$ cat config.mk
export PLATFORM = sky130hd
export DESIGN_NAME = alu_result_fifo
export DESIGN_NICKNAME = d
export VERILOG_FILES = /design/src/rtl/alu_result_fifo.sv
export SDC_FILE = /design/constraint.sdc
export NUM_CORES = 1
export LEC_CHECK = 0
export CAP_MARGIN = 20
export CORE_MARGIN = 3
export CORE_UTILIZATION = 30
export DETAILED_ROUTE_END_ITERATION = 10
export PLACE_DENSITY_LB_ADDON = 0.12
export SLEW_MARGIN = 20
export SYNTH_ARGS = -nofsm -noshare
export SYNTH_HDL_FRONTEND = slang
export SYNTH_SLANG_ARGS = --single-unit
$ cat constraint.sdc
create_clock -name CLK -period 4.7 [get_ports CLK]
set_clock_uncertainty 0.15 [all_clocks]
set_input_delay 1.41 -clock CLK [delete_from_list [all_inputs] [get_ports CLK]]
set_output_delay 1.41 -clock CLK [all_outputs]
set_load 0.01 [all_outputs]
$ cat src/rtl/alu_result_fifo.sv
// alu_result_fifo
//   Gathers the registered results of the Arith, Logic, CMP and Shift units,
//   tags each with its source unit and queues it in a DEPTH-entry circular
//   buffer. The oldest entry is presented first-word-fall-through on a
//   valid/ready interface. Full back-pressures issue upstream.
//
// Ports
//   CLK, RST           clock (rising edge), synchronous active-high reset
//   <unit>_OUT/_Flag   unit result and its valid strobe (Carry_OUT for Arith)
//   Out_Ready          consumer accepts the head entry
//   ALU_OUT/Carry/Unit_Tag  head entry, all zero when Out_Valid = 0
//   Out_Valid          FIFO not empty
//   Count/Full/Empty   registered occupancy
//   Overflow           sticky: a result was dropped because the FIFO was full
//   Multi_Flag_Err     sticky: more than one unit flag seen in one cycle
module alu_result_fifo #(
  parameter int OUT_WIDTH = 16,
  parameter int DEPTH     = 4
) (
  input  logic                       CLK,
  input  logic                       RST,
  input  logic [OUT_WIDTH-1:0]       Arith_OUT,
  input  logic                       Carry_OUT,
  input  logic                       Arith_Flag,
  input  logic [OUT_WIDTH-1:0]       Logic_OUT,
  input  logic                       Logic_Flag,
  input  logic [OUT_WIDTH-1:0]       CMP_OUT,
  input  logic                       CMP_Flag,
  input  logic [OUT_WIDTH-1:0]       SHIFT_OUT,
  input  logic                       SHIFT_Flag,
  input  logic                       Out_Ready,
  output logic [OUT_WIDTH-1:0]       ALU_OUT,
  output logic                       Carry,
  output logic [1:0]                 Unit_Tag,
  output logic                       Out_Valid,
  output logic [$clog2(DEPTH):0]     Count,
  output logic                       Full,
  output logic                       Empty,
  output logic                       Overflow,
  output logic                       Multi_Flag_Err
);

  localparam int PTR_W   = $clog2(DEPTH);
  localparam int CNT_W   = PTR_W + 1;
  localparam int ENTRY_W = OUT_WIDTH + 3;

  // Entry layout: {carry, tag[1:0], result}
  logic [ENTRY_W-1:0] mem_q [DEPTH];
  logic [ENTRY_W-1:0] mem_d [DEPTH];

  logic [PTR_W-1:0] wr_ptr_q, wr_ptr_d;
  logic [PTR_W-1:0] rd_ptr_q, rd_ptr_d;
  logic [CNT_W-1:0] count_q, count_d;
  logic             full_q, full_d;
  logic             empty_q, empty_d;
  logic             overflow_q, overflow_d;
  logic             multi_err_q, multi_err_d;

  logic [3:0]           flags;
  logic                 push_req;
  logic                 multi;
  logic                 pop;
  logic                 push_ok;
  logic [OUT_WIDTH-1:0] sel_data;
  logic [1:0]           sel_tag;
  logic                 sel_carry;
  logic [ENTRY_W-1:0]   head;

  always_comb begin
    flags    = {SHIFT_Flag, CMP_Flag, Logic_Flag, Arith_Flag};
    push_req = |flags;
    // Clearing the lowest set bit leaves something only if two or more flags are set.
    multi    = |(flags & (flags - 4'd1));

    sel_data  = SHIFT_OUT;
    sel_tag   = 2'b11;
    sel_carry = 1'b0;
    if (Arith_Flag) begin
      sel_data  = Arith_OUT;
      sel_tag   = 2'b00;
      sel_carry = Carry_OUT;
    end else if (Logic_Flag) begin
      sel_data = Logic_OUT;
      sel_tag  = 2'b01;
    end else if (CMP_Flag) begin
      sel_data = CMP_OUT;
      sel_tag  = 2'b10;
    end

    pop = !empty_q && Out_Ready;
    // When full, wr_ptr == rd_ptr; a same-cycle pop frees the very slot being written.
    push_ok = push_req && (!full_q || pop);

    mem_d    = mem_q;
    wr_ptr_d = wr_ptr_q;
    rd_ptr_d = rd_ptr_q;
    if (push_ok) begin
      mem_d[wr_ptr_q] = {sel_carry, sel_tag, sel_data};
      wr_ptr_d        = wr_ptr_q + PTR_W'(1);
    end
    if (pop) begin
      rd_ptr_d = rd_ptr_q + PTR_W'(1);
    end

    count_d     = count_q + CNT_W'(push_ok) - CNT_W'(pop);
    full_d      = (count_d == CNT_W'(DEPTH));
    empty_d     = (count_d == '0);
    overflow_d  = overflow_q || (push_req && full_q && !pop);
    multi_err_d = multi_err_q || multi;
  end

  always_ff @(posedge CLK) begin
    if (RST) begin
      wr_ptr_q    <= '0;
      rd_ptr_q    <= '0;
      count_q     <= '0;
      full_q      <= 1'b0;
      empty_q     <= 1'b1;
      overflow_q  <= 1'b0;
      multi_err_q <= 1'b0;
    end else begin
      wr_ptr_q    <= wr_ptr_d;
      rd_ptr_q    <= rd_ptr_d;
      count_q     <= count_d;
      full_q      <= full_d;
      empty_q     <= empty_d;
      overflow_q  <= overflow_d;
      multi_err_q <= multi_err_d;
    end
  end

  // Storage needs no reset: pointers and Empty gate everything visible.
  always_ff @(posedge CLK) begin
    mem_q <= mem_d;
  end

  always_comb begin
    head      = mem_q[rd_ptr_q];
    Out_Valid = !empty_q;
    ALU_OUT   = '0;
    Unit_Tag  = '0;
    Carry     = 1'b0;
    if (!empty_q) begin
      ALU_OUT  = head[OUT_WIDTH-1:0];
      Unit_Tag = head[OUT_WIDTH+1:OUT_WIDTH];
      Carry    = head[OUT_WIDTH+2];
    end
    Count          = count_q;
    Full           = full_q;
    Empty          = empty_q;
    Overflow       = overflow_q;
    Multi_Flag_Err = multi_err_q;
  end

endmodule

==> impl_results.md <==
* Final Cycle Share at 0.851
* Area leader, netlist: edfxtp_1
* Synth Register Bits at 87
* Share of cells above drive strength 1 at 0.175
* Number of remaining DRC errors at 0
* Min cycle time layout at 4.00 ns
* Cell Chain, Critical Path: clkdlybuf4s50_1, or4_4, a21boi_4, inv_1, ha_1, inv_1, ha_1, inv_1, fa_1, xnor3_1, nor2_1, and3_1
* Num CTS Buffers at 9
* Area contributors post-synth: edfxtp_1 58%, mux4_2 11%, dfxtp_1 5.6%, mux2_2 4.5%, mux2i_1 4.3%
* Post-synth EDFFs at 76
* Setup TNS at 0 ns
* Asr flop ratio synth at 0
* Core area at 12,800 µm²
* Vias per cell at 4.50
* Synth warn at 0
* Clk Latency, worst-skew pair at 0.33 ns
* Post-Syn Area at 3970 µm²
* Net Sw Power at 0.000793 W
* Placer Congestion at 0.661
* Io pins at 99
* Sequential standard cell area at 2500 µm²
* Combinational Power Share at 0.334
* Worst Path Buf+Inv at 4
* Clock sink total at 87
* Register area share after synthesis at 0.631
* Unique masters post-synth at 27
* CTS clk-pin slew, worst paths at 0.07 ns
* Initial antenna violation count at 0
* Row cnt at 41
* Post_cts resized at 0
* First-pass GRT wire length at 14.1 mm
* Peak VDD IR at 290 µV
* Hold WS at 0.337 ns
* Max-slew violation count at 0
* Startpoint types: input pin
* Number of global-route vias before repair at 2,548
* Die Y-Extent at 121 µm
* Pleak at 1.94 nW
* Final setup viols at 0
* GR Util All Layers at 0.128
* Vias at 2,392
* Most common cell in the netlist: edfxtp_1
* Net Sw Frac at 0.285
* CP dominant cell by count: inv_1
* # diodes at 0
* Hold buffers post-CTS at 0
* Worst EP required at 4.83 ns
* Worst Tran Pin Value at 1.02 ns
* Post-Synthesis Net Count at 333
* Clock power frac at 0.233
* Post-synth top cells: 76 x edfxtp_1, 24 x and2_1, 19 x mux4_2, 17 x mux2i_1
* Mean Syn Cell Area at 15.6 µm²
* Fill count at 1,178
* Critical Path Sink Type: flop
* Largest net degree at the start of global routing at 37
* Initial Util at 0.311
* Flop pwr share at 0.433
* DRT Wirelength at 9.05 mm
* Crit path max-delay family: simple AND/OR/NAND/NOR gates
* Fmax at 250 MHz
* Htree depth at 3
* Yosys top cell area share at 0.575
* Remaining Overflow, GRT at 0
* Mapped Cells at 254
* Initial DRC Count at 80
* Buffers on Ports at 98
* Syn-to-layout area delta at 37.0%
* Slew headroom at 0.323
* CP Data Arrival Time at 4.13 ns
* Cell-internal power at 0.00199 W
* PD cells at 511 nW/µm²
* Crit-path max cell delay at 0.54 ns
* Max Buffers Root-to-Sink at 2
* Nets@finish at 434
* Final ANT Viol Nets at 0
* Post-DP HPWL at 5.84 mm
* DRT Pass-1 Iters at 4
* Final hold violations at 0
* Die Wd at 121 µm
* Max-cap violations at 0
* HP Class: flop to flop
* Slowest-stage cell, CP: or4_4
* Multi-input gate area at 1360 µm²
* RSZ-0062 raised after global routing: false
* Prevailing post-synth register cell: edfxtp_1
* Die area at 14,600 µm²
* Status: completed
* TritonCTS clock tree: done
* Fin util at 0.425
* Crit Path Max Fanout at 3
* Setup CP Type: input pin to flop
* Post-CTS Setup Inserts at 0
* Routed len/inst at 17.0 µm
* CTS Root Cell: clkbuf_16
[worst reg2reg max path, cell delays in order, from the launching register on]
cell	delay, ns
dfxtp_1	0.35
nand2b_1	0.25
a21boi_4	0.19
inv_1	0.05
ha_1	0.26
inv_1	0.06
ha_1	0.13
inv_1	0.05
fa_1	0.35
xnor3_1	0.36
nor2_1	0.15
and3_1	0.17
[logic make-up after synthesis]
| group | count (synthesis) | synth area share |
|---|---|---|
| buf+inv | 24 | 0.0259 |
| xor+xnor | 3 | 0.0101 |
| compound gates | 23 | 0.0347 |
| flops | 87 | 0.631 |
| mux | 53 | 0.200 |
| fa+ha+maj | 7 | 0.0240 |
| simple gates | 57 | 0.0744 |
[through the flow]
| stage | instances | setup slack (ns) | area [µm²] | power (W) |
|---|---|---|---|---|
| after floorplan | 254 | 0.825 | 3970 | 0.00171 |
| after global placement | 515 | 0.396 | 5140 | 0.00217 |
| after detailed placement | 516 | 0.352 | 5150 | 0.00219 |
| after CTS | 532 | 0.634 | 5430 | 0.00284 |
| after global routing | 532 | 0.533 | 5430 | 0.00295 |
| final | 532 | 0.702 | 5430 | 0.00278 |
[path summary, 6_finish.rpt]
kind / from / slack (ns) / endpoint / depth (start not counted)
hold reg to reg: Multi_Flag_Err / 0.34 / Multi_Flag_Err / 2
setup / recovery: Arith_Flag / 0.70 / Full / 12
hold / removal: Multi_Flag_Err / 0.34 / Multi_Flag_Err / 2
setup reg to reg: Empty / 2.14 / Full / 11
[layout make-up]
class                           count  share of cell area
Multi-Input combinational cell    143               0.251
Sequential cell                    87               0.461
Inverter                            9             0.00622
Timing Repair Buffer              105               0.192
Clock buffer                       10              0.0421
Tap cell                          172              0.0396
Clock inverter                      6             0.00875
[registers in the layout, indices dropped and copies added, names as in the netlist]
signal          count
wr_ptr_q            2
Count               3
mem_q              76
Multi_Flag_Err      1
rd_ptr_q            2
Overflow            1
Empty               1
Full                1
[placed cells by master, fill, tap and decap left out]
master / count
nand3b_1: 1
or4_4: 1
ha_1: 6
clkbuf_1: 1
edfxtp_1: 76
nand2b_1: 3
and3_1: 1
and2_2: 2
clkinvlp_4: 1
a21oi_1: 3
inv_1: 9
mux2i_1: 17
mux4_2: 19
nor2_1: 11
clkbuf_16: 9
xor2_1: 2
o21ai_0: 16
buf_4: 6
a21boi_4: 1
a31oi_1: 1
and2_1: 22
fa_1: 1
a211o_1: 2
dfxtp_2: 1
clkinv_4: 4
xnor3_1: 1
dfxtp_1: 10
nand2_1: 16
mux2_4: 1
mux2_2: 16
clkinv_2: 1
buf_8: 1
clkdlybuf4s50_1: 98
[routing by layer]
metal | part of all wire | vias to the layer above | global-route usage | wire (µm)
li1 | - | 1151 | - | -
met2 | 0.49 | 65 | 0.207 | 4440
met4 | 0.0055 | 0 | 0.0297 | 50
met1 | 0.45 | 1172 | 0.171 | 4050
met3 | 0.055 | 4 | 0.0378 | 496
met5 | 0 | - | 0 | 0
[power by group through the flow]
stage	sequential, W	clock, W	combinational (W)
after floorplan	0.00118	0	0.000531
after global placement	0.00123	0	0.000942
after detailed placement	0.00123	0	0.000958
after CTS	0.00121	0.000664	0.000961
after global routing	0.00123	0.000695	0.00102
final	0.00120	0.000647	0.000927
Power figures use the tool's default switching activity.
